<file path="src/rtl/tlp_mrd_axi_ar.sv">
// Memory Read TLP to AXI4 read-address bridge.
// Decodes MRd headers and emits one completion context per request.
// Then issues INCR AR bursts covering the requested bytes, split at 4 KB pages.
// Malformed TLPs and non-MRd TLPs are drained, and each one is flagged on err_drop.
module tlp_mrd_axi_ar #(
    parameter int unsigned DOUBLE_WORD    = 32,
    parameter int unsigned HEADER_SIZE    = 4 * DOUBLE_WORD,
    parameter int unsigned TLP_DATA_WIDTH = 8 * DOUBLE_WORD,
    parameter int unsigned ADDR_WIDTH     = 64,
    parameter int unsigned AXI_DATA_WIDTH = 256,
    parameter int unsigned ID_WIDTH       = 8
) (
    input  logic                      clk,
    input  logic                      rst,
    input  logic                      enable,
    input  logic [TLP_DATA_WIDTH-1:0] r_in_data,
    input  logic [HEADER_SIZE-1:0]    r_in_hdr,
    input  logic                      r_in_sop,
    input  logic                      r_in_eop,
    input  logic                      r_in_valid,
    output logic                      r_in_ready,
    output logic                      ctx_valid,
    input  logic                      ctx_ready,
    output logic [7:0]                ctx_tag,
    output logic [15:0]               ctx_req_id,
    output logic [2:0]                ctx_tc,
    output logic [1:0]                ctx_attr,
    output logic [10:0]               ctx_len_dw,
    output logic [6:0]                ctx_lower_addr,
    output logic [ADDR_WIDTH-1:0]     m_axi_araddr,
    output logic [7:0]                m_axi_arlen,
    output logic [2:0]                m_axi_arsize,
    output logic [1:0]                m_axi_arburst,
    output logic [ID_WIDTH-1:0]       m_axi_arid,
    output logic                      m_axi_arvalid,
    input  logic                      m_axi_arready,
    output logic                      err_drop
);

    localparam int unsigned BYTES = AXI_DATA_WIDTH / 8;
    localparam int unsigned LOG_B = $clog2(BYTES);
    localparam int unsigned CW    = 13;

    localparam logic [1:0] S_IDLE  = 2'd0;
    localparam logic [1:0] S_DRAIN = 2'd1;
    localparam logic [1:0] S_CTX   = 2'd2;
    localparam logic [1:0] S_AR    = 2'd3;

    // Bytes that can be read from address a without crossing a 4 KB page.
    function automatic logic [CW-1:0] chunk_of(input logic [ADDR_WIDTH-1:0] a,
                                               input logic [CW-1:0] rem);
        logic [CW-1:0] page_left;
        page_left = CW'(13'd4096 - {1'b0, a[11:0]});
        return (rem < page_left) ? rem : page_left;
    endfunction

    // AXI arlen for a chunk starting at unaligned address a.
    function automatic logic [7:0] arlen_of(input logic [ADDR_WIDTH-1:0] a,
                                            input logic [CW-1:0] chunk);
        logic [CW-1:0] span;
        span = CW'(a[LOG_B-1:0]) + chunk + CW'(BYTES - 1);
        return 8'((span >> LOG_B) - CW'(1));
    endfunction

    logic [1:0]            state, state_d;
    logic                  legal_q, legal_d;
    logic                  idle_q, drain_q;
    logic [ADDR_WIDTH-1:0] cur_addr, cur_addr_d;
    logic [CW-1:0]         cur_rem, cur_rem_d;
    logic [7:0]            tag_d;
    logic [15:0]           req_id_d;
    logic [2:0]            tc_d;
    logic [1:0]            attr_d;
    logic [10:0]           len_dw_d;
    logic [6:0]            lower_addr_d;
    logic [ADDR_WIDTH-1:0] araddr_d;
    logic [7:0]            arlen_d;
    logic [ID_WIDTH-1:0]   arid_d;
    logic                  err_d;

    logic                  hs;
    logic [2:0]            hdr_fmt;
    logic [4:0]            hdr_type;
    logic                  hdr_ok;
    logic [10:0]           hdr_len_dw;
    logic [ADDR_WIDTH-1:0] hdr_addr;
    logic [CW-1:0]         cur_chunk;
    logic [ADDR_WIDTH-1:0] nxt_addr;
    logic [CW-1:0]         nxt_rem;
    logic                  unused_bits;

    assign hs       = r_in_valid & r_in_ready;
    assign hdr_fmt  = r_in_hdr[31:29];
    assign hdr_type = r_in_hdr[28:24];
    assign hdr_ok   = (hdr_type == 5'b00000) && (hdr_fmt[2:1] == 2'b00);
    assign hdr_len_dw = (r_in_hdr[9:0] == 10'd0) ? 11'd1024 : {1'b0, r_in_hdr[9:0]};
    assign hdr_addr = hdr_fmt[0] ? ADDR_WIDTH'({r_in_hdr[95:64], r_in_hdr[127:98], 2'b00})
                                 : ADDR_WIDTH'({32'd0, r_in_hdr[95:66], 2'b00});

    assign cur_chunk = chunk_of(cur_addr, cur_rem);
    assign nxt_addr  = cur_addr + ADDR_WIDTH'(cur_chunk);
    assign nxt_rem   = cur_rem - cur_chunk;

    // Stream accept: always in DRAIN, gated by enable in IDLE, low during reset.
    assign r_in_ready    = drain_q | (idle_q & enable);
    assign m_axi_arsize  = 3'(LOG_B);
    assign m_axi_arburst = 2'b01;

    // Header bits the bridge never looks at.
    assign unused_bits = ^{r_in_data, r_in_hdr[23], r_in_hdr[19:14], r_in_hdr[11:10],
                           r_in_hdr[39:32], r_in_hdr[97:96]};

    // Next-state and next-output logic.
    always_comb begin
        state_d      = state;
        legal_d      = legal_q;
        cur_addr_d   = cur_addr;
        cur_rem_d    = cur_rem;
        tag_d        = ctx_tag;
        req_id_d     = ctx_req_id;
        tc_d         = ctx_tc;
        attr_d       = ctx_attr;
        len_dw_d     = ctx_len_dw;
        lower_addr_d = ctx_lower_addr;
        araddr_d     = m_axi_araddr;
        arlen_d      = m_axi_arlen;
        arid_d       = m_axi_arid;
        err_d        = 1'b0;

        case (state)
            S_IDLE: begin
                if (hs) begin
                    if (!r_in_sop) begin
                        err_d = 1'b1;
                    end else if (hdr_ok) begin
                        tag_d        = r_in_hdr[47:40];
                        req_id_d     = r_in_hdr[63:48];
                        tc_d         = r_in_hdr[22:20];
                        attr_d       = r_in_hdr[13:12];
                        len_dw_d     = hdr_len_dw;
                        lower_addr_d = hdr_addr[6:0];
                        cur_addr_d   = hdr_addr;
                        cur_rem_d    = CW'({hdr_len_dw, 2'b00});
                        legal_d      = 1'b1;
                        state_d      = r_in_eop ? S_CTX : S_DRAIN;
                    end else begin
                        err_d   = 1'b1;
                        legal_d = 1'b0;
                        state_d = r_in_eop ? S_IDLE : S_DRAIN;
                    end
                end
            end
            S_DRAIN: begin
                if (hs && r_in_eop) begin
                    state_d = legal_q ? S_CTX : S_IDLE;
                end
            end
            S_CTX: begin
                if (ctx_ready) begin
                    state_d  = S_AR;
                    araddr_d = cur_addr;
                    arlen_d  = arlen_of(cur_addr, cur_chunk);
                    arid_d   = ctx_tag[ID_WIDTH-1:0];
                end
            end
            S_AR: begin
                if (m_axi_arready) begin
                    cur_addr_d = nxt_addr;
                    cur_rem_d  = nxt_rem;
                    if (nxt_rem == CW'(0)) begin
                        state_d = S_IDLE;
                    end else begin
                        araddr_d = nxt_addr;
                        arlen_d  = arlen_of(nxt_addr, chunk_of(nxt_addr, nxt_rem));
                    end
                end
            end
            default: state_d = S_IDLE;
        endcase
    end

    // State and registered outputs.
    always_ff @(posedge clk or posedge rst) begin
        if (rst) begin
            state          <= S_IDLE;
            legal_q        <= 1'b0;
            idle_q         <= 1'b0;
            drain_q        <= 1'b0;
            cur_addr       <= '0;
            cur_rem        <= '0;
            ctx_valid      <= 1'b0;
            ctx_tag        <= '0;
            ctx_req_id     <= '0;
            ctx_tc         <= '0;
            ctx_attr       <= '0;
            ctx_len_dw     <= '0;
            ctx_lower_addr <= '0;
            m_axi_araddr   <= '0;
            m_axi_arlen    <= '0;
            m_axi_arid     <= '0;
            m_axi_arvalid  <= 1'b0;
            err_drop       <= 1'b0;
        end else begin
            state          <= state_d;
            legal_q        <= legal_d;
            idle_q         <= (state_d == S_IDLE);
            drain_q        <= (state_d == S_DRAIN);
            cur_addr       <= cur_addr_d;
            cur_rem        <= cur_rem_d;
            ctx_valid      <= (state_d == S_CTX);
            ctx_tag        <= tag_d;
            ctx_req_id     <= req_id_d;
            ctx_tc         <= tc_d;
            ctx_attr       <= attr_d;
            ctx_len_dw     <= len_dw_d;
            ctx_lower_addr <= lower_addr_d;
            m_axi_araddr   <= araddr_d;
            m_axi_arlen    <= arlen_d;
            m_axi_arid     <= arid_d;
            m_axi_arvalid  <= (state_d == S_AR);
            err_drop       <= err_d;
        end
    end

endmodule
</file>
<file path="config.mk">
export PLATFORM = sky130hd
export DESIGN_NAME = tlp_mrd_axi_ar
export DESIGN_NICKNAME = d
export VERILOG_FILES = /design/src/rtl/tlp_mrd_axi_ar.sv
export SDC_FILE = /design/constraint.sdc
export NUM_CORES = 1
export LEC_CHECK = 0
export ABC_AREA = 1
export CORE_AREA = 2 2 206 208
export CTS_BUF_LIST = sky130_fd_sc_hd__clkbuf_16
export DETAILED_ROUTE_END_ITERATION = 6
export DIE_AREA = 0 0 208 210
export HOLD_SLACK_MARGIN = 0.05
export PLACE_DENSITY = 0.68
export SETUP_SLACK_MARGIN = 0.15
export SYNTH_ARGS = -nofsm -noshare
export SYNTH_HDL_FRONTEND = slang
export SYNTH_SLANG_ARGS = --single-unit
</file>
<file path="constraint.sdc">
create_clock -name clk -period 26.4 [get_ports clk]
set_clock_uncertainty 0.05 [all_clocks]
set_input_delay 2.64 -clock clk [delete_from_list [all_inputs] [get_ports clk]]
set_output_delay 2.64 -clock clk [all_outputs]
set_load 0.01 [all_outputs]
</file>
Yosys cells after proc, flatten, opt, wreduce, memory -nomap -nowiden
Cells that the tools add are included.
Widths: inputs -> output; s select.
Storage, ports and cells
  input port bits: 392
  register bits after elaboration: 212
  output and inout port bits: 136
  word-level logic and storage cells: 98
Operators by class
  eq/ne operators: 12
  multiplexer cells: 38
  reductions and logical operators: 15
  bitwise logic cells: 3
  $lt $le $gt $ge: 2
  $add $sub $neg: 10
Operators with widths (number)
  $mux 64: 8
  $pmux 64 s2: 2
  $mux 13: 6
  $add 64x13->64: 1
  $add 13x5->13 const B: 2
  $add 5x13->13: 2
  $lt 13x13->1: 2
  $pmux 13 s2: 1
  $sub 13x12->13 const A: 2
  $mux 8: 3
  $mux 2: 9
  $pmux 8 s2: 1
  $sub 8x1->8 const B: 2
  $logic_not 13->1: 1
  $sub 13x13->13: 1
  $ne 2x2->1 const B: 6
  $mux 11: 1
  $logic_not 10->1: 1
  $eq 2x2->1 const B: 4
  $pmux 2 s4: 1
  $reduce_and 4->1: 2
  $logic_not 2->1: 3
  $mux 1: 6
  $logic_not 5->1: 1
  other kinds (8): 12

Longest topological paths before layout
Gate-level depths: netlist of the first run.
  depth after elaboration: 13
  gate-level depth with buffers: 62
  mapped depth without buffers: 60

Least setup slack after synthesis of the first run
OpenSTA, ideal clock, no wires.
  kind: reg-to-reg
  start point: reg cur_addr[1]
  end point: reg m_axi_arlen[4]
  path buffers: 2
  data arrival time: 8.305 ns
  setup slack: 17.979 ns
  data required time: 26.284 ns
  setup time: 0.066 ns
  cell stages (with the launch flop): 48
  cells stage by stage: dfrtp_1 nor3_1 nand3_1 nor3_1 nand2_1 nor3_1 xor2_1 ha_1 nand2_1 nor2_1 a2111oi_2 nand2_1 clkbuf_1 o21ai_0 ha_1 fa_1 inv_1 ha_1 [... 12 more ...] nand2_1 o21ai_0 ha_1 inv_1 ha_1 a21oi_1 nor2_1 a211oi_1 nand3_1 nand2_1 nor2_1 nor2_2 ha_1 nand3_1 nor2_1 xor2_1 nand2_1 nand2_1
Between the ends
  cells in the longest elaborated chain, start to end: 13
RTL lines
  from (decl): RTL line 68  | logic [ADDR_WIDTH-1:0] cur_addr, cur_addr_d;
  from (signal assigned): RTL line 208  | cur_addr <= cur_addr_d;
  $sub 13x12->13: RTL line 53  | page_left = CW'(13'd4096 - {1'b0, a[11:0]});
  $lt 13x13->1: RTL line 54  | return (rem < page_left) ? rem : page_left;
  $mux 13: RTL line 54
  $add 64x13->64: RTL line 101  | assign nxt_addr = cur_addr + ADDR_WIDTH'(cur_chunk);
  $sub 13x12->13: RTL line 53
  $lt 13x13->1: RTL line 54
  $mux 13: RTL line 54
  $add 5x13->13: RTL line 61  | span = CW'(a[LOG_B-1:0]) + chunk + CW'(BYTES - 1);
  $add 13x5->13: RTL line 61
  $sub 8x1->8: RTL line 62  | return 8'((span >> LOG_B) - CW'(1));
  $mux 8: RTL line 170  | if (nxt_rem == CW'(0)) begin
  $mux 8: RTL line 167  | if (m_axi_arready) begin
  $pmux 8 s2: RTL line 130  | case (state)
  to (signal assigned): RTL line 218  | m_axi_arlen <= arlen_d;
  to (decl): RTL line 31  | output logic [7:0] m_axi_arlen,
Several ways; a longest one is shown, not always the timed one. The select of a mux whose other input is x is not followed.
A chain may end at the register's enable or synchronous reset.

Final worst setup path of the first run
  start point: reg cur_addr[0]
  end point: reg m_axi_arlen[4]
Same word-level chain as after synthesis.

==> results of run 1 <==
## layer usage
layer,up-vias,GRT usage [%]
li1,6802,-
met1,6609,29.8
met2,490,33.9
met3,67,3.99
met4,0,4.60
met5,-,0
## final timing paths
| path | startpoint | cells after the start | to |
|---|---|---|---|
| setup / recovery | cur_addr[0]$_DFFE_PP0P_ | 47 | m_axi_arlen[4]$_DFFE_PP0P_ |
| hold / removal | m_axi_araddr[17]$_DFFE_PP0P_ | 2 | m_axi_araddr[17]$_DFFE_PP0P_ |
| setup reg to reg | cur_addr[0]$_DFFE_PP0P_ | 47 | m_axi_arlen[4]$_DFFE_PP0P_ |
| hold reg to reg | m_axi_araddr[17]$_DFFE_PP0P_ | 2 | m_axi_araddr[17]$_DFFE_PP0P_ |
| max in group asynchronous | rst | 3 | m_axi_araddr[61]$_DFFE_PP0P_ |
| min in group asynchronous | rst | 2 | m_axi_araddr[18]$_DFFE_PP0P_ |
## area by class of cell
cell class / count / area [µm²] / share of cell area (%)
clock buffers: 27 / 676 / 3.77
clock inverters: 22 / 264 / 1.47
inverters: 235 / 892 / 4.97
multi-input cells: 1421 / 7650 / 42.7
flip-flops and latches: 210 / 5260 / 29.3
well taps: 539 / 674 / 3.76
repair buffers: 256 / 2530 / 14.1
## flip-flops by register name, indices dropped and copies added (netlist names), 3 cells and up
signal	flops
cur_addr	64
m_axi_araddr	64
ctx_req_id	16
cur_rem	13
ctx_len_dw	11
ctx_tag	8
m_axi_arid	8
m_axi_arlen	8
ctx_lower_addr	5
ctx_tc	3
## through the flow
stage / hold slack, ns / setup WS [ns] / util, %
floorplan: 0.401 / 17.97 / -
global placement: 0.408 / 16.66 / 41.0
detailed placement: 0.408 / 16.48 / 41.0
CTS: 0.424 / 16.43 / 43.3
global route: 0.440 / 15.45 / 43.3
finish: 0.418 / 16.37 / 43.3
## cell usage after synthesis (3+ instances only)
master | instances | area (µm²)
a21o_1 | 3 | 22.5
a21oi_1 | 61 | 305
a22oi_1 | 32 | 240
a31oi_1 | 62 | 388
buf_1 | 4 | 15.0
buf_2 | 3 | 15.0
buf_4 | 8 | 60.1
clkbuf_1 | 64 | 240
dfrtp_1 | 210 | 5260
ha_1 | 68 | 851
inv_1 | 216 | 811
inv_2 | 16 | 60.1
mux2_2 | 8 | 90.1
mux2i_1 | 3 | 30.0
nand2_1 | 552 | 2070
nand2_2 | 23 | 144
nand2_4 | 10 | 113
nand3_1 | 84 | 420
nand3_2 | 9 | 90.1
nand3b_1 | 4 | 30.0
nand4_1 | 19 | 119
nor2_1 | 139 | 522
nor2_2 | 10 | 62.6
nor2_4 | 3 | 33.8
nor3_1 | 35 | 175
nor3_2 | 3 | 30.0
nor4_1 | 22 | 138
o211ai_1 | 4 | 30.0
o21a_1 | 5 | 37.5
o21ai_0 | 147 | 736
o21ai_1 | 14 | 70.1
o21bai_1 | 5 | 37.5
o221ai_1 | 6 | 52.6
o22ai_1 | 5 | 31.3
or2_2 | 6 | 37.5
xnor2_1 | 6 | 52.6
xor2_1 | 43 | 377
## critical path: cells and delay by family, from the launching register on
kind | cells | cell delay (ns)
AO/OA/AOI/OAI | 7 | 2.65
flip-flops | 1 | 0.44
XOR/XNOR | 1 | 0.15
adder cells (fa/ha/maj) | 8 | 2.42
AND/OR/NAND/NOR | 26 | 3.69
buffers and inverters | 5 | 0.51
## cell families (layout without fill, tap and decap cells)
family	count (synthesis)	count (layout)	share of synthesized area, %
simple gates	926	926	29.0
compound gates	358	358	14.8
buf+inv	314	540	8.62
flops	210	210	37.3
fa+ha+maj	70	70	6.33
xor+xnor	49	49	3.05
mux	11	11	0.853
other cells	2	7	0.0533
## layout by cell type, fill, tap and decap left out, types with 11 or more instances in the layout
cell type | netlist | final
a31oi_1 | 62 | 62
dfrtp_1 | 210 | 210
inv_2 | 16 | 16
nand3_1 | 84 | 84
inv_1 | 216 | 218
nor4_1 | 22 | 22
xor2_1 | 43 | 43
a22oi_1 | 32 | 32
a21oi_1 | 61 | 61
nand2_2 | 23 | 25
o21ai_1 | 14 | 14
clkdlybuf4s50_1 | 0 | 244
nor3_1 | 35 | 34
buf_4 | 8 | 11
ha_1 | 68 | 68
nand2_1 | 552 | 550
clkbuf_16 | 0 | 27
nand4_1 | 19 | 19
o21ai_0 | 147 | 147
nor2_1 | 139 | 138
==> results_tabular.tex, run 1 <==
\begin{tabular}{lr}
\hline
Metric & Value \\
\hline
\multicolumn{2}{l}{\textbf{Critical path}} \\
\quad Category of the critical setup timing path & reg2reg \\
\quad Data arrival at the endpoint of the critical path & 10.47 ns \\
\quad Slack of the worst reg-to-reg path & $\sim$16 ns \\
\quad Kind of start point of the critical path & register \\
\quad Worst endpoint required time & 26.85 ns \\
\quad Biggest cell delay along the critical path & 0.79 ns \\
\quad Kind of capture point of the worst setup path & register \\
\quad Critical-path top delay cell & o21ai\_0 \\
\quad Most common cell on crit path & ha\_1 \\
\quad Max FO, Critical Path & 17 \\
\multicolumn{2}{l}{\textbf{Synth}} \\
\quad Most used DFF post-synth & dfrtp\_1 \\
\quad Count of synthesis-stage warnings from yosys & 0 \\
\quad Post-synthesis async set-or-reset flop share & 100\% \\
\quad Per-instance average area after synthesis & approximately 7.3 µm² \\
\quad Synthesized instance count & approximately 1900 \\
\quad Seq/Total Area, Yosys & between 30\% and 40\% \\
\quad Yosys cell types & 57 \\
\quad Count of flip-flops with a built-in enable after synthesis & 0 \\
\quad Post-Synthesis Cell Area & around 14000 µm² \\
\quad Number of storage elements in the synthesis netlist & 210 \\
\multicolumn{2}{l}{\textbf{Timing}} \\
\quad Shortest clock period the worst path allows after layout & $\sim$10 ns \\
\quad Count of endpoints failing setup in the final report & 0 \\
\quad Number of slew-limit violations in the final report & 0 \\
\quad Setup repair after global routing missed its margin & false \\
\quad Final Hold Fails & 0 \\
\quad Worst-margin pin slew & slightly below 1 ns \\
\quad Final Cycle Share & 38.0\% \\
\quad Worst max-slew margin expressed relative to the limit & 34.0\% \\
\quad Final total negative setup slack & 0 ns \\
\quad Max Fclk & 0.0997 GHz \\
\multicolumn{2}{l}{\textbf{Cells and area}} \\
\quad Layout cells sized above 1 & around 7.3\% \\
\quad Non-filler cells, final & 2710 \\
\quad Area growth from synthesis to layout & 27.4\% \\
\quad Layout Nets & 2613 \\
\quad Total of fill cells in the finished design & 4195 \\
\quad Final instance area & 17900 µm² \\
\quad Antenna Diode Count & 0 \\
\multicolumn{2}{l}{\textbf{Routing}} \\
\quad Uppermost routed layer & met4 \\
\quad Post-DR wirelength/cell & between 15 and 20 µm \\
\quad Avg Vias per Cell & 5.15 \\
\quad Final wirelength & roughly 47000 µm \\
\quad Violation count after the first detailed-routing iteration & 915 \\
\quad Drt first pass iters & 7 \\
\quad Number of routed nets with antenna violations & 0 \\
\quad Metal3 WL & between 3000 and 4000 µm \\
\quad DRC violation count after routing & 0 \\
\quad Routed wire length on met2 & $\sim$21000 µm \\
\quad Total via count in the routed design & 14000 \\
\quad Routed length on met1 & 21500 µm \\
\multicolumn{2}{l}{\textbf{Status}} \\
\quad Outcome & completed \\
\multicolumn{2}{l}{\textbf{Floorplan}} \\
\quad Starting Density & 33.9\% \\
\quad Die boundary width & 208 µm \\
\quad Chip height & $\sim$210 µm \\
\quad Floorplan core area & 41500 µm² \\
\quad Placement row count & 75 \\
\quad Overall die area & $\sim$44000 µm² \\
\quad I/O Pins & 528 \\
\multicolumn{2}{l}{\textbf{CTS}} \\
\quad Number of clock sinks & 210 \\
\quad Clock transition at the register clock pins on the worst setup and hold paths after CTS & 0.06 ns \\
\quad Post-CTS Setup Inserts & 0 \\
\quad H-tree Lvls & 1 \\
\quad Cts bufs inserted & 27 \\
\quad Count of hold buffers inserted by post-cts repair & 0 \\
\quad CTS Root Cell & clkbuf\_16 \\
\quad Clock latency of the later-clocked register in the worst-skew pair & about 0.56 ns \\
\quad Maximum count of clock buffers along a single path & 3 \\
\quad Resized Gates After CTS & 0 \\
\quad TritonCTS clock tree & built \\
\multicolumn{2}{l}{\textbf{Place}} \\
\quad Placed instance area & about 17000 µm² \\
\quad DP Wirelength & approximately 36000 µm \\
\quad I/O Buffers & 245 \\
\quad Gp weighted congestion & 0.943 \\
\quad Placed cells & 2661 \\
\multicolumn{2}{l}{\textbf{Worst hold path}} \\
\quad Path class of the lowest-slack min-delay path & reg2reg \\
\multicolumn{2}{l}{\textbf{GRT}} \\
\quad Number of antenna violations at the first check in global routing & 1 \\
\quad Number of global-route vias before repair & 13300 \\
\quad Wire length of the first global-routing pass & 74700 µm \\
\quad Global route total overflow & 0 \\
\quad Global-route usage over all layers & between 20\% and 30\% \\
\quad Maximum number of pins on one net before global-route repair & 81 \\
\multicolumn{2}{l}{\textbf{Job}} \\
\quad Max-cap viol count & 0 \\
\hline
\end{tabular}
Power of run 1 is left out: the tool's default activity adds up to more than one toggle a clock period on the data nets, which glitch-free logic cannot reach.
==> run 2: changes to the inputs <==
--- a/config.mk
+++ b/config.mk
@@ -11,7 +11,7 @@
 export DETAILED_ROUTE_END_ITERATION = 6
 export DIE_AREA = 0 0 208 210
 export HOLD_SLACK_MARGIN = 0.05
-export PLACE_DENSITY = 0.68
+export PLACE_DENSITY = 0.71
 export SETUP_SLACK_MARGIN = 0.15
 export SYNTH_ARGS = -nofsm -noshare
 export SYNTH_HDL_FRONTEND = slang
==> constraint.sdc (replaced) <==
create_clock -name clk -period 8.6 [get_ports clk]
set_clock_uncertainty 0.05 [all_clocks]
set_input_delay 0.86 -clock clk [delete_from_list [all_inputs] [get_ports clk]]
set_output_delay 0.86 -clock clk [all_outputs]
set_load 0.01 [all_outputs]
==> run 2 against run 1 <==
- hold slack lost 0.0029 ns
- core utilization grew 2.2 points
- die area is the same
==> results_tabular.tex, run 2 (synthesis gave the netlist of run 1 again) <==
\begin{tabular}{lr}
\hline
Metric & Value \\
\hline
\multicolumn{2}{l}{\textbf{Routing}} \\
\quad Final wirelength & slightly below 50000 µm \\
\quad Number of routed nets with antenna violations & 0 \\
\quad Drt first pass iters & 6 \\
\quad Post-DR wirelength/cell & 17.4 µm \\
\quad Avg Vias per Cell & about 5.2 \\
\quad Total via count in the routed design & 14400 \\
\quad DRC violation count after routing & 0 \\
\quad Violation count after the first detailed-routing iteration & 1169 \\
\multicolumn{2}{l}{\textbf{Timing}} \\
\quad Final Cycle Share & 93.7\% \\
\quad Count of endpoints failing setup in the final report & 0 \\
\quad Worst max-slew margin expressed relative to the limit & 26.5\% \\
\quad Worst-margin pin slew & 1.10 ns \\
\quad Final Hold Fails & 0 \\
\quad Max Fclk & about 0.12 GHz \\
\quad Setup repair after global routing missed its margin & true \\
\quad Number of slew-limit violations in the final report & 0 \\
\quad Shortest clock period the worst path allows after layout & roughly 8.1 ns \\
\multicolumn{2}{l}{\textbf{CTS}} \\
\quad Cts bufs inserted & 26 \\
\quad Count of hold buffers inserted by post-cts repair & 0 \\
\quad Number of clock sinks & 210 \\
\quad Maximum count of clock buffers along a single path & 3 \\
\quad TritonCTS clock tree & built \\
\quad Clock transition at the register clock pins on the worst setup and hold paths after CTS & 0.06 ns \\
\quad H-tree Lvls & 1 \\
\quad CTS Root Cell & clkbuf\_16 \\
\quad Clock latency of the later-clocked register in the worst-skew pair & between 0.5 and 0.6 ns \\
\multicolumn{2}{l}{\textbf{Cells and area}} \\
\quad Layout Nets & between 2000 and 3000 \\
\quad Multi-input combinational cell area & around 8000 µm² \\
\quad Largest registers & cur\_addr (64), m\_axi\_araddr (64), ctx\_req\_id (16) \\
\quad Area growth from synthesis to layout & 33.9\% \\
\quad Antenna Diode Count & 0 \\
\quad Register cell area after layout & 5260 µm² \\
\quad Total of fill cells in the finished design & 4066 \\
\quad Final standard cell utilization of the core & 45.4\% \\
\quad Most common library cell in the layout ignoring fill and taps & nand2\_1 \\
\quad Most used cells in the layout excluding fill and tap cells & nand2\_1, clkdlybuf4s50\_1, inv\_1 \\
\quad Layout cells sized above 1 & 13.2\% \\
\multicolumn{2}{l}{\textbf{Place}} \\
\quad I/O Buffers & $\sim$250 \\
\quad DP Wirelength & between 30000 and 40000 µm \\
\quad Gp weighted congestion & approximately 1 \\
\multicolumn{2}{l}{\textbf{Worst hold path}} \\
\quad Path class of the lowest-slack min-delay path & reg2reg \\
\multicolumn{2}{l}{\textbf{Floorplan}} \\
\quad Floorplan core area & 41500 µm² \\
\quad Starting Density & 33.9\% \\
\quad Die boundary width & $\sim$210 µm \\
\quad I/O Pins & 528 \\
\quad Chip height & 210 µm \\
\quad Overall die area & 43700 µm² \\
\quad Placement row count & between 70 and 80 \\
\multicolumn{2}{l}{\textbf{Critical path}} \\
\quad Critical-path top delay cell & dfrtp\_2 \\
\quad Max FO, Critical Path & 8 \\
\quad Category of the critical setup timing path & reg2reg \\
\quad Biggest cell delay along the critical path & 0.46 ns \\
\quad Worst endpoint required time & between 8 and 9 ns \\
\quad Kind of start point of the critical path & register \\
\quad Data arrival at the endpoint of the critical path & between 8 and 9 ns \\
\quad Kind of capture point of the worst setup path & register \\
\quad Most common cell on crit path & nand2\_1 \\
\multicolumn{2}{l}{\textbf{GRT}} \\
\quad Global route total overflow & 0 \\
\quad Number of antenna violations at the first check in global routing & 2 \\
\quad Maximum number of pins on one net before global-route repair & approximately 120 \\
\quad Wire length of the first global-routing pass & 74100 µm \\
\quad Global-route usage over all layers & 21.0\% \\
\quad Number of global-route vias before repair & 13800 \\
\multicolumn{2}{l}{\textbf{Status}} \\
\quad Outcome & completed \\
\multicolumn{2}{l}{\textbf{Job}} \\
\quad Max-cap viol count & 0 \\
\hline
\end{tabular}
## run 2: cell types whose count changed in the layout (fill, tap and decap cells not counted), moves of 7 or more
cell	change
buf_4	+71
o21ai_2	+7
inv_1	-9
nand2_2	+10
nand2_1	-11
nor2_1	-8
o21ai_0	-12
nand3_1	-7
ha_4	+8
ha_1	-11
## run 2: worst paths after layout
kind,cells after the start,endpoint,from,slack (ns)
max in group asynchronous,3,ctx_req_id[14]$_DFFE_PP0P_,rst,6.36
min in group asynchronous,2,m_axi_araddr[16]$_DFFE_PP0P_,rst,0.73
setup / recovery,51,m_axi_arlen[5]$_DFFE_PP0P_,cur_addr[0]$_DFFE_PP0P_,0.54
setup reg to reg,51,m_axi_arlen[5]$_DFFE_PP0P_,cur_addr[0]$_DFFE_PP0P_,0.54
hold reg to reg,2,m_axi_arlen[4]$_DFFE_PP0P_,m_axi_arlen[4]$_DFFE_PP0P_,0.41
hold / removal,2,m_axi_arlen[4]$_DFFE_PP0P_,m_axi_arlen[4]$_DFFE_PP0P_,0.41
## run 2: metal layers
layer  vias to the layer above  global-route usage [%]  part of all wire (%)
li1                       6938                       -                     -
met3                       100                    5.51                    10
met5                         -                       0                 0.021
met2                       646                    32.5                    44
met4                         2                    7.68                   3.7
met1                      6734                    28.2                    42
## run 2: cell type report
class / count / share of cell area, %
multi-input cells: 1422 / 42.7
well taps: 539 / 3.58
flip-flops and latches: 210 / 27.9
inverters: 235 / 4.77
clock inverters: 22 / 1.37
repair buffers: 327 / 16.3
clock buffers: 26 / 3.45
## run 2: worst max-delay path, delay by kind of cell (launching register included)
kind            cells  cell delay [ns]
compound gates      9             1.61
xor+xnor            2             0.37
fa+ha+maj           7             1.89
buf+inv             5             0.52
flops               1             0.46
simple gates       28             3.06
## run 2: stage by stage
step                      setup TNS [ns]  worst slack [ns]  hold WS [ns]  instance area, µm²  instances
after floorplan                        0             0.179         0.401               14100       1945
after CTS                              0             0.161         0.423               18400       2765
final                                  0             0.541         0.415               18800       2781
after global placement                 0             0.176         0.407               17400       2717
after global routing                   0            0.0137         0.443               18800       2781
after detailed placement         -0.0271           -0.0271         0.409               17400       2717
## run 2: timing repair
action                                  4_1_cts  5_1_grt
gates cloned                                  0        1
hold endpoints to repair                      0        0
pin swaps                                     0       39
setup buffers                                 0       15
endpoints found under the setup margin        6        8
gates resized for setup                       6       93
Power of run 2 is left out for the same reason.
==> run 3: changes to the inputs <==
--- a/config.mk
+++ b/config.mk
@@ -5,13 +5,15 @@
 export SDC_FILE = /design/constraint.sdc
 export NUM_CORES = 1
 export LEC_CHECK = 0
-export ABC_AREA = 1
-export CORE_AREA = 2 2 206 208
+export CELL_PAD_IN_SITES_DETAIL_PLACEMENT = 1
+export CELL_PAD_IN_SITES_GLOBAL_PLACEMENT = 1
+export CORE_ASPECT_RATIO = 1.1
+export CORE_MARGIN = 2
+export CORE_UTILIZATION = 29
 export CTS_BUF_LIST = sky130_fd_sc_hd__clkbuf_16
 export DETAILED_ROUTE_END_ITERATION = 6
-export DIE_AREA = 0 0 208 210
 export HOLD_SLACK_MARGIN = 0.05
-export PLACE_DENSITY = 0.71
+export PLACE_DENSITY = 0.81
 export SETUP_SLACK_MARGIN = 0.15
 export SYNTH_ARGS = -nofsm -noshare
 export SYNTH_HDL_FRONTEND = slang
==> run 3 against run 2 <==
- the run now ends with negative setup slack left
- worst setup slack worse by 2.6 ns
- synthesized cell count down 10%
- register-to-register slack worse by 2.6 ns
- area after synthesis up 1.1%
- non-clock buffer count up 194
- sequential share of layout area down 3.0 points
- critical path depth down 2
- fmax down 25%
- first-iteration DRC count down 11%
- cell count up 2.9%
- design area up 12%
- routed wire length up 45%
- critical path type unchanged
- critical endpoint is now m_axi_arlen[6]$_DFFE_PP0P_
- largest cell class unchanged
==> results_tabular.tex, run 3 <==
\begin{tabular}{lr}
\hline
Metric & Value \\
\hline
\multicolumn{2}{l}{\textbf{Timing}} \\
\quad Number of slew-limit violations in the final report & 0 \\
\quad Count of endpoints failing setup in the final report & 8 \\
\quad Worst max-slew margin expressed relative to the limit & 26.6\% \\
\quad Final worst-path setup slack & -2.09 ns \\
\quad Final Hold Fails & 0 \\
\quad Max Fclk & 0.0936 GHz \\
\quad Worst-margin pin slew & 1.10 ns \\
\quad Final total negative setup slack & -14.88 ns \\
\quad Setup repair after global routing missed its margin & true \\
\quad Final Cycle Share & 124\% \\
\quad Shortest clock period the worst path allows after layout & $\sim$11 ns \\
\multicolumn{2}{l}{\textbf{Synth}} \\
\quad Count of flip-flops with a built-in enable after synthesis & 0 \\
\quad Synth area leader & dfrtp\_1 \\
\quad Compound-Gate Fraction of Synth Area & between 20\% and 30\% \\
\quad Most frequent cell after synthesis & nand2\_1 \\
\quad Most numerous cell types in the synthesized netlist & nand2\_1, dfrtp\_1, o21ai\_0 \\
\quad Fraction of synthesized cell area taken by the top area cell type & 36.9\% \\
\quad Per-instance average area after synthesis & 8.19 µm² \\
\quad Largest family of logic cells by synthesized area & simple AND/OR/NAND/NOR gates \\
\quad Yosys cell types & 94 \\
\quad Seq/Total Area, Yosys & 36.9\% \\
\quad Post-synthesis async set-or-reset flop share & 100\% \\
\quad Synth top area cells & dfrtp\_1, nand2\_1, ha\_1, o21ai\_0, a21oi\_1 \\
\quad Number of storage elements in the synthesis netlist & 210 \\
\quad Post-Synthesis Cell Area & 14200 µm² \\
\quad Count of synthesis-stage warnings from yosys & 0 \\
\quad Post-Synth Simple-Gate Area & 21.1\% \\
\quad Mux share of post-synthesis cell area & 4.37\% \\
\quad Most used DFF post-synth & dfrtp\_1 \\
\quad Post-synthesis adder-cell area fraction & 6.26\% \\
\quad Post-Synth XOR/XNOR Area & 5.17\% \\
\quad Synthesized instance count & $\sim$1700 \\
\multicolumn{2}{l}{\textbf{Routing}} \\
\quad Post-DR wirelength/cell & 24.5 µm \\
\quad Number of routed nets with antenna violations & 0 \\
\quad Avg Vias per Cell & 5.62 \\
\quad Drt first pass iters & 6 \\
\quad DRC violation count after routing & 0 \\
\quad Total via count in the routed design & between 15000 and 20000 \\
\quad Violation count after the first detailed-routing iteration & $\sim$1000 \\
\quad Final wirelength & 70100 µm \\
\multicolumn{2}{l}{\textbf{Place}} \\
\quad Worst setup slack after placement & -1.18 ns \\
\quad I/O Buffers & 245 \\
\quad Placed instance area & 18800 µm² \\
\quad Gp weighted congestion & approximately 0.93 \\
\quad DP Wirelength & 44600 µm \\
\multicolumn{2}{l}{\textbf{Cells and area}} \\
\quad Antenna Diode Count & 0 \\
\quad Layout cells sized above 1 & roughly 23\% \\
\quad Area growth from synthesis to layout & 48.5\% \\
\quad Final instance area & 21100 µm² \\
\quad Largest registers & cur\_addr (64), m\_axi\_araddr (64), ctx\_req\_id (16) \\
\quad Most common library cell in the layout ignoring fill and taps & nand2\_1 \\
\quad Layout Nets & 2654 \\
\quad Final standard cell utilization of the core & 43.4\% \\
\quad Total of fill cells in the finished design & $\sim$5800 \\
\quad Most used cells in the layout excluding fill and tap cells & nand2\_1, buf\_4, clkdlybuf4s50\_1 \\
\multicolumn{2}{l}{\textbf{Floorplan}} \\
\quad Overall die area & 50900 µm² \\
\quad Starting Density & 29.2\% \\
\quad Placement row count & 85 \\
\quad Chip height & between 200 and 250 µm \\
\quad Die boundary width & roughly 220 µm \\
\quad I/O Pins & approximately 530 \\
\quad Floorplan core area & between 40000 and 50000 µm² \\
\multicolumn{2}{l}{\textbf{CTS}} \\
\quad TritonCTS clock tree & built \\
\quad Cts bufs inserted & 26 \\
\quad Clock transition at the register clock pins on the worst setup and hold paths after CTS & 0.07 ns \\
\quad Clock latency of the later-clocked register in the worst-skew pair & between 0.5 and 0.6 ns \\
\quad CTS Root Cell & clkbuf\_16 \\
\quad Count of hold buffers inserted by post-cts repair & 0 \\
\quad H-tree Lvls & 1 \\
\quad Maximum count of clock buffers along a single path & 3 \\
\quad Number of clock sinks & 210 \\
\multicolumn{2}{l}{\textbf{Status}} \\
\quad Violations in the final reports & negative setup slack \\
\quad Outcome & finished with violations \\
\multicolumn{2}{l}{\textbf{Worst hold path}} \\
\quad Worst hold path cell count & 2 \\
\quad Path class of the lowest-slack min-delay path & reg2reg \\
\quad End point of the most critical hold path & m\_axi\_araddr[10]\$\_DFFE\_PP0P\_ \\
\quad Hold Crit Start & m\_axi\_araddr[10]\$\_DFFE\_PP0P\_ \\
\multicolumn{2}{l}{\textbf{GRT}} \\
\quad Number of antenna violations at the first check in global routing & 0 \\
\quad Maximum number of pins on one net before global-route repair & 89 \\
\quad Wire length of the first global-routing pass & 99000 µm \\
\quad Global route total overflow & 0 \\
\quad Global-route usage over all layers & between 20\% and 30\% \\
\quad Number of global-route vias before repair & 16900 \\
\multicolumn{2}{l}{\textbf{Critical path}} \\
\quad Reg-to-reg startpoint & cur\_addr[3]\$\_DFFE\_PP0P\_ \\
\quad Worst endpoint required time & 8.99 ns \\
\quad Worst r2r path cells & 49 \\
\quad Endpoint of the worst-slack reg-to-reg timing path & m\_axi\_arlen[6]\$\_DFFE\_PP0P\_ \\
\quad Data arrival at the endpoint of the critical path & 11.08 ns \\
\quad Biggest cell delay along the critical path & 0.61 ns \\
\quad Max FO, Critical Path & 6 \\
\quad Category of the critical setup timing path & reg2reg \\
\quad Most common cell on crit path & buf\_4 \\
\quad Critical-path top delay cell & or4\_4 \\
\quad Slack of the worst reg-to-reg path & -2.09 ns \\
\quad Kind of start point of the critical path & register \\
\quad Kind of capture point of the worst setup path & register \\
\multicolumn{2}{l}{\textbf{Job}} \\
\quad Max-cap viol count & 0 \\
\hline
\end{tabular}
## run 3: worst max path at each step
stage | from | endpoint | slack, ns | cells past startpoint
after floorplan | cur_addr[3]$_DFFE_PP0P_ | m_axi_arlen[7]$_DFFE_PP0P_ | -0.58 | 44
after global placement | cur_addr[4]$_DFFE_PP0P_ | m_axi_arlen[4]$_DFFE_PP0P_ | -0.80 | 45
after detailed placement | cur_addr[4]$_DFFE_PP0P_ | m_axi_arlen[2]$_DFFE_PP0P_ | -1.18 | 46
after CTS | cur_addr[2]$_DFFE_PP0P_ | m_axi_arlen[7]$_DFFE_PP0P_ | -0.78 | 47
after global routing | cur_addr[3]$_DFFE_PP0P_ | m_axi_arlen[4]$_DFFE_PP0P_ | -2.21 | 54
final | cur_addr[3]$_DFFE_PP0P_ | m_axi_arlen[6]$_DFFE_PP0P_ | -2.09 | 49
## run 3: per-layer routing
metal	GRT usage, %	up-vias	part of all wire (%)
met5	0.190	-	0
met4	14.7	0	7.9
met3	3.95	329	6.6
met2	44.4	805	50
met1	27.4	7958	36
li1	-	7003	-
## run 3: worst max-delay path: cells and delay by family, from the launching register on
family	cells	cell delay [ns]
adder cells (fa/ha/maj)	5	1.50
buffers and inverters	11	1.81
AO/OA/AOI/OAI	14	2.40
multiplexers	1	0.30
flip-flops	1	0.43
XOR/XNOR	3	0.67
AND/OR/NAND/NOR	15	3.38
## run 3: stage by stage
step	std cells	hold slack (ns)
CTS	2830	0.432
floorplan	1743	0.394
global route	2863	0.449
global placement	2735	0.409
detailed placement	2735	0.416
finish	2863	0.424
## run 3: what timing repair did
item,4_1_cts,5_1_grt
pin swaps,68,49
setup buffers,48,33
endpoints found under the setup margin,8,18
gates resized for setup,92,70
cloned,0,0
## run 3: logic make-up (layout without fill, tap and decap cells)
family,after synthesis,in the layout
and+or+nand+nor,653,653
AOI/OAI and AO/OA,471,471
DFF,210,210
buffers and inverters,190,658
xor gates and xnor gates,84,84
adders and majority gates,70,70
muxes,58,58
other,2,7
## run 3: layout make-up
class | instances | area, µm² | share of cell area (%)
Multi-Input combinational cell | 1343 | 9170 | 43.3
Sequential cell | 210 | 5260 | 24.9
Timing Repair Buffer | 521 | 4660 | 22.1
Tap cell | 652 | 816 | 3.86
Clock buffer | 26 | 651 | 3.08
Inverter | 90 | 348 | 1.65
Clock inverter | 21 | 243 | 1.15
Power of run 3 is left out for the same reason.
==> edit 1, RTL diff (config.mk and constraints of run 2) <==
Reset style: synchronous (`rst`), changed in one clocked block.
--- a/src/rtl/tlp_mrd_axi_ar.sv
+++ b/src/rtl/tlp_mrd_axi_ar.sv
@@ -182,3 +182,3 @@
     // State and registered outputs.
-    always_ff @(posedge clk or posedge rst) begin
+    always_ff @(posedge clk) begin
         if (rst) begin
Function: differs if rst is asserted again (counterexample within 4 cycles, from zero or initial values and one cycle with rst high); with rst held inactive, the same outputs for 4 cycles.
==> edit 1 against run 2 <==
- critical path depth is 7 higher
- maximum frequency is 0.73% lower
- non-clock buffer count up 61
- die area is the same
- sequential cell count stayed put
- setup slack got worse by 0.059 ns
- final area down 1.7%
- wire length up 5.0%
- area after synthesis shrank 4.8%
- sequential share of layout area fell by 5.2 points
Power is left out: it rests on default switching activity, and per cell area and clock period it moved more than threefold.
==> edit 1: results <==
[clock_network]
cts_made_buffers = 25
path_clk_slew_ns = 0.06
max_buffers_root_to_sink = 3
cts_max_level = 1
clkLatencyLatePin_ns = 0.56
cts_root_buffer = "sky130_fd_sc_hd__clkbuf_16"

[sta]
worst_slew_pin_slew_ns = 1.066

[final_layout]
antenna-diode-count = 0
reg.largest.list = "cur_addr: 64 flops, m_axi_araddr: 64 flops, ctx_req_id: 16 flops"
num-fill-cells = 4196
finish.net_count = 2767
drive_above_1_share_pct = 14.20

[global_route]
grt_first_pass_wirelength_mm = 76.52
met1_grt_util_pct = 29.56
global_route.usage.met3_pct = 3.769
number_of_global_route_vias_before_repair = 13780
grt_overall_usage_pct = 21.69
initial_antenna_violation_count = 0
grt_max_degree = 144
gr-usage-met2_pct = 35.28

[worst_setup_path]
worstPathMaxFanout = 5
critPathMaxStageDelay_ns = 0.51
cpMaxStageDelayCell = "sky130_fd_sc_hd__fa_1"
worstPathArrival_ns = 8.51

[placed_design]
post_dp_cell_area_um2 = 16980
port_buffers = 245
place_congestion = 0.9460
detailed_place_hpwl_mm = 36.72

[run_status]
status = "finished clean"

[detailed_routing]
dr.pass1.iters = 6
totalWireLength_mm = 50.69
route.detailed.vias_per_inst = 5.297
first_iter_violations = 1250

[yosys]
synth_cell_types = 57
ys_top_cells_by_area = "sky130_fd_sc_hd__dfxtp_1 (31%), sky130_fd_sc_hd__nand2_1 (10%), sky130_fd_sc_hd__o21ai_0 (8.3%), sky130_fd_sc_hd__ha_1 (6.3%), sky130_fd_sc_hd__nor2_1 (6.2%)"
post_synth_most_frequent_cells = "sky130_fd_sc_hd__nand2_1 (368), sky130_fd_sc_hd__nor2_1 (223), sky130_fd_sc_hd__o21ai_0 (221), sky130_fd_sc_hd__inv_1 (218), sky130_fd_sc_hd__dfxtp_1 (210)"
yosys_warnings = 0
synthArstFlopShare_pct = 0
postSynth.topFlopCell = "sky130_fd_sc_hd__dfxtp_1"
synth-seq-area-share_pct = 31.37

[worst_hold_path]
timing.hold.worst.class = "reg2reg"
## edit 1: cell count changes after synthesis, sizes merged, moves of 13 or more
cell,before,now
dfxtp,0,210
a221oi,0,31
a31oi,62,123
nand2,585,382
dfrtp,210,0
clkbuf,64,77
a21oi,62,89
a22oi,32,0
nor2,154,233
o21ai,162,233
## edit 1: metal layers
metal  share of wire, %  wire length (µm)  up-vias
met3                7.7              3919       78
met4                2.9              1472        0
li1                   -                 -     7366
met2                 45             22860      623
met5                  0                 0        -
met1                 44             22440     7097
## edit 1: stage by stage
step	setup WS [ns]	cells
after detailed placement	-0.05151	2791
after global placement	0.05629	2791
after CTS	0.1392	2839
after global routing	0.07141	2863
final	0.4821	2863
after floorplan	0.2328	1993
## edit 1: path summary, 6_finish.rpt
path                       from              to  slack (ns)  cells past startpoint
setup / recovery    cur_addr[0]  m_axi_arlen[6]        0.48                     58
hold / removal    m_axi_arid[3]   m_axi_arid[3]        0.41                      2
setup reg to reg    cur_addr[0]  m_axi_arlen[6]        0.48                     58
hold reg to reg   m_axi_arid[3]   m_axi_arid[3]        0.41                      2
## edit 1: kinds of logic after synthesis
family                     share of synthesized area [%]
and+or+nand+nor                                    26.24
AOI/OAI and AO/OA                                  22.06
buffers and inverters                              9.886
DFF                                                31.37
adders and majority gates                          6.647
xor gates and xnor gates                           3.594
other                                            0.05603
muxes                                             0.1494
## edit 1: area by class of cell
cell class / count / area [µm²] / area share, %
tap: 539 / 674.4 / 3.641
clock inverter: 21 / 165.2 / 0.8917
sequential: 210 / 4209 / 22.73
timing repair buffer: 388 / 3555 / 19.19
clock buffer: 25 / 625.6 / 3.378
inverter: 226 / 852.1 / 4.600
multi-input combinational: 1454 / 8441 / 45.57
## edit 1: repair_timing
| action | 4_1_cts | 5_1_grt |
|---|---|---|
| setup endpoints to repair | 6 | 8 |
| buffers inserted | 2 | 23 |
| gates resized for setup | 8 | 122 |
| pin swaps | 1 | 48 |
| gates cloned | 0 | 1 |
## edit 1: critical path, delay by kind of cell (launching register included)
family | cells | cell delay (ns)
simple gates | 29 | 2.86
fa+ha+maj | 9 | 2.18
compound gates | 10 | 1.49
buf+inv | 9 | 0.87
flops | 1 | 0.36
xor+xnor | 1 | 0.13
==> edit 2, RTL diff (settings of run 2) <==
Without the edit above. The parameter `ADDR_WIDTH` goes from 64 to 96.
--- a/src/rtl/tlp_mrd_axi_ar.sv
+++ b/src/rtl/tlp_mrd_axi_ar.sv
@@ -8,3 +8,3 @@
     parameter int unsigned TLP_DATA_WIDTH = 8 * DOUBLE_WORD,
-    parameter int unsigned ADDR_WIDTH     = 64,
+    parameter int unsigned ADDR_WIDTH     = 96,
     parameter int unsigned AXI_DATA_WIDTH = 256,
Interface: changed (resized m_axi_araddr); port bits go from 528 to 560. The function was not compared with the original's and may differ.
==> edit 2 against run 2 <==
- setup slack improved by 0.016 ns
- wire length up 35%
- non-clock buffer count rose by 14
- area after synthesis increased by 30%
- final cell count increased by 23%
- sequential cell count is 64 higher
- global-route usage rose by 8.2 points
- final area is 22% higher
Power is not shown: default switching activity piles up to over one toggle a cycle in this logic, so the estimate is an artifact.
==> edit 2: results <==
[run_status]
status = "finished clean"

[worst_setup_path]
critPathMaxStageDelay_ns = 0.39
worstPathArrival_ns = 8.51
worstPathMaxFanout = 13
cpMaxStageDelayCell = "sky130_fd_sc_hd__dfrtp_1"

[final_layout]
drive_above_1_share_pct = 8.180
finish.net_count = 3324
reg.largest.list = "cur_addr: 96 flops, m_axi_araddr: 96 flops, ctx_req_id: 16 flops"

[yosys]
ys_top_cells_by_area = "sky130_fd_sc_hd__dfrtp_1 (38%), sky130_fd_sc_hd__nand2_1 (12%), sky130_fd_sc_hd__nor2_1 (7.1%), sky130_fd_sc_hd__inv_1 (6.8%), sky130_fd_sc_hd__ha_1 (4.7%)"
synth-seq-area-share_pct = 37.57
synthArstFlopShare_pct = 100.0
post_synth_most_frequent_cells = "sky130_fd_sc_hd__nand2_1 (560), sky130_fd_sc_hd__nor2_1 (343), sky130_fd_sc_hd__inv_1 (329), sky130_fd_sc_hd__dfrtp_1 (274), sky130_fd_sc_hd__o21ai_0 (147)"
synth_cell_types = 55

[global_route]
grt_max_degree = 113
met1_grt_util_pct = 42.41
grt_first_pass_wirelength_mm = 100.9
initial_antenna_violation_count = 1
grt_overall_usage_pct = 29.17
number_of_global_route_vias_before_repair = 17830
gr-usage-met2_pct = 42.78
global_route.usage.met3_pct = 6.153

[placed_design]
detailed_place_hpwl_mm = 50.25
port_buffers = 277
place_congestion = 0.9699

[detailed_routing]
dr.pass1.iters = 5
vias = 19040
drt-wirelength-per-cell_um = 19.10
first_iter_violations = 1823

[clock_network]
clkLatencyLatePin_ns = 0.58
cts_made_buffers = 31
cts_root_buffer = "sky130_fd_sc_hd__clkbuf_16"

[sta]
worst_slew_pin_slew_ns = 1.084
edit 2: kinds of logic after synthesis:
logic type | Yosys count | share of synthesized area, %
buffers and inverters | 448 | 9.530
AO/OA/AOI/OAI | 499 | 15.62
XOR/XNOR | 28 | 1.344
multiplexers | 12 | 0.7130
AND/OR/NAND/NOR | 1253 | 30.30
adder cells (fa/ha/maj) | 70 | 4.881
other | 2 | 0.04115
flip-flops | 274 | 37.57
edit 2: worst paths after layout:
check	from	end	slack (ns)	depth (start not counted)
min in group asynchronous	rst	m_axi_araddr[6]	0.91	3
hold / removal	m_axi_arlen[6]	m_axi_arlen[6]	0.43	2
hold reg to reg	m_axi_arlen[6]	m_axi_arlen[6]	0.43	2
setup / recovery	cur_addr[0]	m_axi_arlen[4]	0.56	48
max in group asynchronous	rst	cur_addr[38]	6.00	4
setup reg to reg	cur_addr[0]	m_axi_arlen[4]	0.56	48
edit 2: timing repair:
item | 4_1_cts | 5_1_grt
gates resized for setup | 2 | 45
pin swaps | 1 | 15
buffers inserted | 0 | 6
setup endpoints to repair | 6 | 8
edit 2: metrics by stage:
| stage | std cells | util, % | worst slack (ns) | hold WS, ns | area (µm²) |
|---|---|---|---|---|---|
| global route | 3424 | 55.25 | 0.09345 | 0.4600 | 22920 |
| detailed placement | 3362 | 52.43 | 0.01181 | 0.4151 | 21750 |
| CTS | 3418 | 54.71 | 0.1644 | 0.4342 | 22690 |
| finish | 3424 | 55.25 | 0.5573 | 0.4278 | 22920 |
| floorplan | 2591 | - | 0.5528 | 0.3927 | 18270 |
| global placement | 3362 | 52.43 | 0.1915 | 0.4126 | 21750 |
edit 2: final cells by class:
| cell class | count | area (µm²) |
|---|---|---|
| Clock buffer | 31 | 775.7 |
| Clock inverter | 25 | 163.9 |
| Fill cell | 3976 | 18560 |
| Inverter | 345 | 1305 |
| Multi-Input combinational cell | 1869 | 9877 |
| Sequential cell | 274 | 6857 |
| Tap cell | 539 | 674.4 |
| Timing Repair Buffer | 341 | 3264 |
edit 2: per-layer routing:
layer / routed length (µm) / part of all wire [%]
met1: 29060 / 44
met2: 27670 / 42
met3: 6366 / 9.7
met4: 2302 / 3.5
met5: 0 / 0
edit 2: worst max-delay path: cells and delay by family (launching register included):
family / cells / cell delay [ns]
adder cells (fa/ha/maj): 6 / 1.77
buffers and inverters: 8 / 0.91
XOR/XNOR: 3 / 0.68
flip-flops: 1 / 0.39
AND/OR/NAND/NOR: 21 / 2.25
AO/OA/AOI/OAI: 10 / 1.95
